`src/rtl/iob_spi_fl_arbiter.sv`:
```
// Round-robin N-port read front-end for the SPI flash controller core, with a
// one-entry last-read hit buffer, a per-transaction timeout and a sticky error flag.
module iob_spi_fl_arbiter #(
    parameter int N_PORTS   = 2,
    parameter int ADDR_W    = 24,
    parameter int DATA_W    = 32,
    parameter int TIMEOUT_W = 16,
    parameter int TIMEOUT   = 4096,
    parameter int HIT_EN    = 1,
    localparam int GW       = (N_PORTS > 1) ? $clog2(N_PORTS) : 1
) (
    input  logic                      clk,
    input  logic                      rst,
    input  logic [N_PORTS-1:0]        req_valid,
    input  logic [N_PORTS*ADDR_W-1:0] req_addr,
    output logic [N_PORTS-1:0]        req_ready,
    output logic [DATA_W-1:0]         req_rdata,
    output logic                      req_err,
    output logic                      fl_valid,
    output logic [31:0]               fl_address,
    input  logic                      fl_ready,
    input  logic [DATA_W-1:0]         fl_dataout,
    input  logic                      inval,
    output logic                      err_sticky,
    input  logic                      err_clr,
    output logic [GW-1:0]             grant_idx
);

    typedef enum logic [1:0] {IDLE, ISSUE, WAIT, RESP} state_t;

    state_t               state, state_nxt;
    logic [GW-1:0]        ptr;
    logic [GW-1:0]        pick_idx;
    logic                 pick_found;
    logic [N_PORTS-1:0]   cand;
    logic [ADDR_W-1:0]    addr_arr [N_PORTS];
    logic [ADDR_W-1:0]    pick_addr;
    logic                 hit;
    logic                 timeout_hit;
    logic [TIMEOUT_W-1:0] cnt;
    logic [DATA_W-1:0]    resp_data;
    logic                 resp_err;
    logic                 buf_vld;
    logic [ADDR_W-1:0]    buf_tag;
    logic [DATA_W-1:0]    buf_data;

    for (genvar i = 0; i < N_PORTS; i++) begin : g_addr
        assign addr_arr[i] = req_addr[i*ADDR_W +: ADDR_W];
    end

    // A port whose ready pulse is on the bus this cycle still holds valid; mask it
    // so the completed request is not granted a second time.
    always_comb begin
        logic [GW-1:0] idx;
        cand       = req_valid & ~req_ready;
        pick_found = 1'b0;
        pick_idx   = ptr;
        idx        = ptr;
        for (int k = 0; k < N_PORTS; k++) begin
            idx = GW'((int'(ptr) + k) % N_PORTS);
            if (!pick_found && cand[idx]) begin
                pick_found = 1'b1;
                pick_idx   = idx;
            end
        end
    end

    assign pick_addr   = addr_arr[pick_idx];
    assign hit         = (HIT_EN != 0) && buf_vld && (buf_tag == pick_addr) && !inval;
    assign timeout_hit = (state == WAIT) && !fl_ready && (cnt == TIMEOUT_W'(TIMEOUT - 1));

    always_ff @(posedge clk or posedge rst) begin
        if (rst) state <= IDLE;
        else     state <= state_nxt;
    end

    always_comb begin
        state_nxt = state;
        fl_valid  = 1'b0;
        case (state)
            IDLE:    if (pick_found) state_nxt = hit ? RESP : ISSUE;
            ISSUE: begin
                fl_valid  = 1'b1;
                state_nxt = WAIT;
            end
            WAIT:    if (fl_ready || timeout_hit) state_nxt = RESP;
            RESP:    state_nxt = IDLE;
            default: state_nxt = IDLE;
        endcase
    end

    // Response is staged in resp_data/resp_err and presented one cycle after RESP.
    always_ff @(posedge clk or posedge rst) begin
        if (rst) begin
            ptr        <= '0;
            grant_idx  <= '0;
            fl_address <= '0;
            cnt        <= '0;
            resp_data  <= '0;
            resp_err   <= 1'b0;
            req_ready  <= '0;
            req_rdata  <= '0;
            req_err    <= 1'b0;
            err_sticky <= 1'b0;
        end else begin
            req_ready <= '0;
            req_err   <= 1'b0;
            if (err_clr) err_sticky <= 1'b0;
            case (state)
                IDLE: if (pick_found) begin
                    grant_idx  <= pick_idx;
                    fl_address <= 32'(pick_addr);
                    resp_data  <= buf_data;
                    resp_err   <= 1'b0;
                end
                ISSUE: cnt <= '0;
                WAIT: begin
                    cnt <= cnt + 1'b1;
                    if (fl_ready) begin
                        resp_data <= fl_dataout;
                        resp_err  <= 1'b0;
                    end else if (timeout_hit) begin
                        resp_data  <= '1;
                        resp_err   <= 1'b1;
                        err_sticky <= 1'b1;
                    end
                end
                RESP: begin
                    req_ready[grant_idx] <= 1'b1;
                    req_rdata            <= resp_data;
                    req_err              <= resp_err;
                    ptr <= (grant_idx == GW'(N_PORTS - 1)) ? '0 : grant_idx + 1'b1;
                end
                default: ;
            endcase
        end
    end

    if (HIT_EN != 0) begin : g_buf
        always_ff @(posedge clk or posedge rst) begin
            if (rst) begin
                buf_vld  <= 1'b0;
                buf_tag  <= '0;
                buf_data <= '0;
            end else if (inval) begin
                buf_vld <= 1'b0;
            end else if (state == WAIT && fl_ready) begin
                buf_vld  <= 1'b1;
                buf_tag  <= fl_address[ADDR_W-1:0];
                buf_data <= fl_dataout;
            end
        end
    end else begin : g_nobuf
        assign buf_vld  = 1'b0;
        assign buf_tag  = '0;
        assign buf_data = '0;
    end

endmodule

```
`config.mk`:
```
export PLATFORM = sky130hd
export DESIGN_NAME = iob_spi_fl_arbiter
export DESIGN_NICKNAME = d
export VERILOG_FILES = /design/src/rtl/iob_spi_fl_arbiter.sv
export SDC_FILE = /design/constraint.sdc
export NUM_CORES = 1
export LEC_CHECK = 0
export BUFFER_PORTS_ARGS = -buffer_cell sky130_fd_sc_hd__buf_2
export CORE_MARGIN = 5
export CORE_UTILIZATION = 46
export DETAILED_ROUTE_END_ITERATION = 16
export GPL_TIMING_DRIVEN = 0
export PLACE_DENSITY_LB_ADDON = 0.05
export RECOVER_POWER = 100
export REMOVE_ABC_BUFFERS = 1
export SYNTH_ARGS = -nofsm -noshare
export SYNTH_HDL_FRONTEND = slang
export SYNTH_SLANG_ARGS = --single-unit
```
`constraint.sdc`:
```
create_clock -name clk -period 8.35 [get_ports clk]
set_input_delay 0.4175 -clock clk [delete_from_list [all_inputs] [get_ports clk]]
set_output_delay 0.4175 -clock clk [all_outputs]
set_load 0.01 [all_outputs]
```
==> results.ini <==
[run_status]
status = finished with violations
violations = max-capacitance violations, max-slew violations

[setup_path]
crit_path_top_delay_cell = or2_0
crit_end = buf_tag[18]
worstPathCellList = inv_1 -> ha_1 -> nand2_1 -> or2_0 -> mux2_2
ff2ff_path_depth = 5
worst_setup_path_end_kind = register
r2r-start = state[0]
required_ps = 8690
worstSetupStartpointType = register
rrSetupSlack_ps = 3350
critical_path_cell_count = 5
critPathKind = register to register
cp_data_arrival_time_ps = 5340
crit_path_start = state[0]
critical_path.top_delay_family = simple AND/OR/NAND/NOR gates
cp_max_fo = 56
reg2reg_to = buf_tag[18]
cpPeakStageDelay_ps = 3180
critical_path_buf_inv_count = 1

[global_route]
grt_pass1_wl_um = 28300
use_met3_pct = 4.90
antenna_found_initial = 0
use_met1_pct = 23.7
grt_overflow = 0
grt_pass1_vias = 5594
grt_use_total_pct = 18.2
grt_max_degree = 102
top_usage_layer = met2
met2_usage_pct = 29.7

[logic_synthesis]
ys_seq_elements = 170
seq_area_frac_synth_pct = 56.2
avgSynthCellArea_um2 = 11.5
async_flop_share_pct = 100
yosysWarnings = 0
post_synth_num_cell_types = 50
netlist_instances = 660
synth_edf_count = 0
synthFlopType = dfrtp_1
netlist_area_um2 = 7570

[clock_tree]
clockBufferDepth = 2
cts-htree-levels = 4
postCtsSetupRepairBufs = 0
hold_buffers = 0
numCtsBuffers = 17
cts.sinks = 170
cts-root-buf = clkbuf_16
cts_tree = done
clk_pin_slew_ps = 60
clkLatencyLatePin_ps = 420
cts_resized = 0

[finish]
final_cell_mix = dfrtp_1 (170), o21ai_0 (90), mux2_2 (88)
stdcell_count = 1028
drive_above_1_share_pct = 26.5
fin_nets = 888
syn2layout_area_growth_pct = 18.7
post-route-util_pct = 55.0
final_common_cell = dfrtp_1

[flow_run]
max_cap_violations = 5

[die]
die-width_um = 138
row_count = 47
dieArea_um2 = 19100
ios = 157
initial_core_util_pct = 46.3
dieHeight_um = 138
core_area_um2 = 16300

[route]
drt_wl_total_um = 16800
antenna_left = 0
dr.pass1.iters = 6
drc = 0
vias_per_cell = 5.13
vias = 5273
wl_per_cell_um = 16.3
drtIter0Drc = 263

[pwr]
p_leak_nw = 4.08
vdd_drop_max_uv = 165
power_per_cell_area_nw_per_um2 = 372

[sta]
rsz0062_at_grt = no
setup_tns_ps = 0
max-slew-margin-rel_pct = -199
setup_violations = 0
tightest_slew_ps = 4480
skew_ps = 9.60
whs_ps = 173
hold_violations = 0
period_share_pct = 59.8
fmax_mhz = 200
maxSlewViolCount = 218
period_minus_slack_ps = 5000

[placed_design]
port_buffers = 148
gp_congestion = 0.807
dpl.cell_count = 996
dpl.hpwl_um = 11400

[min_path]
hold_path_class = input pin to register

==> final cells by class <==
| class | count | area, um^2 |
|---|---|---|
| Antenna cell | 1 | 2.50 |
| Clock buffer | 21 | 460 |
| Clock inverter | 10 | 141 |
| Fill cell | 1509 | 7360 |
| Inverter | 17 | 65.1 |
| Multi-Input combinational cell | 435 | 3040 |
| Sequential cell | 170 | 4250 |
| Tap cell | 220 | 275 |
| Timing Repair Buffer | 154 | 749 |
==> kinds of logic (layout without fill, tap and decap cells) <==
| family | count (synthesis) | in the layout | synth area share [%] |
|---|---|---|---|
| AND/OR/NAND/NOR | 160 | 160 | 10.4 |
| AO/OA/AOI/OAI | 118 | 118 | 8.43 |
| adder cells (fa/ha/maj) | 7 | 7 | 1.14 |
| other | 1 | 9 | 0.0495 |
| XOR/XNOR | 31 | 31 | 3.68 |
| flip-flops | 170 | 170 | 56.2 |
| buffers and inverters | 62 | 202 | 3.93 |
| multiplexers | 111 | 111 | 16.2 |
==> routing by layer <==
layer	vias to the layer above	part of all wire [%]
met1	2573	45
met5	-	0
met4	0	1.3
li1	2550	-
met2	133	48
met3	17	5.3
==> power by group <==
group	internal [mW]	switching [mW]	total, mW
Sequential	1.18	0.194	1.37
Clock	0.486	0.315	0.800
Combinational	0.524	0.646	1.17
==> through the flow <==
| step | setup WS, ps | cell area, um^2 | total power, mW |
|---|---|---|---|
| 4_1_cts | 5430 | 9160 | 3.48 |
| 2_1_floorplan | 3330 | 7370 | 2.18 |
| 3_5_place_dp | 5320 | 8550 | 2.67 |
| 6_report | 3350 | 8990 | 3.34 |
| 5_1_grt | 2910 | 8990 | 3.60 |
| 3_3_place_gp | 1450 | 8380 | 2.56 |
==> cell usage after synthesis (8+ instances only) <==
cell,count,area (um^2)
clkbuf_1,31,116
o21ai_1,34,170
nand3_1,14,70.1
xnor2_1,21,184
nand2_1,69,259
inv_1,16,60.1
mux2i_1,22,220
xor2_1,9,78.8
buf_4,8,60.1
nor2_1,20,75.1
o21ai_0,61,305
dfrtp_1,170,4250
or3_1,31,194
mux2_2,88,991
==> sequential cells by signal, summed over array words and instances, names as in the netlist, 2 cells and up <==
register,flops
resp_data,32
cnt,16
buf_tag,24
state,2
req_ready,2
buf_data,32
req_rdata,32
fl_address,24
==> worst min path at each step <==
| stage | from | cells past startpoint | slack (ps) | end |
|---|---|---|---|---|
| CTS | rst | 2 | 50 | req_rdata[9] |
| detailed placement | resp_data[24] | 2 | 470 | resp_data[24] |
| global placement | grant_idx | 1 | 460 | req_ready[0] |
| floorplan | resp_data[0] | 2 | 450 | resp_data[0] |
| global route | err_clr | 2 | 160 | err_sticky |
| finish | inval | 2 | 170 | buf_vld |
Power figures use the tool's default switching activity.
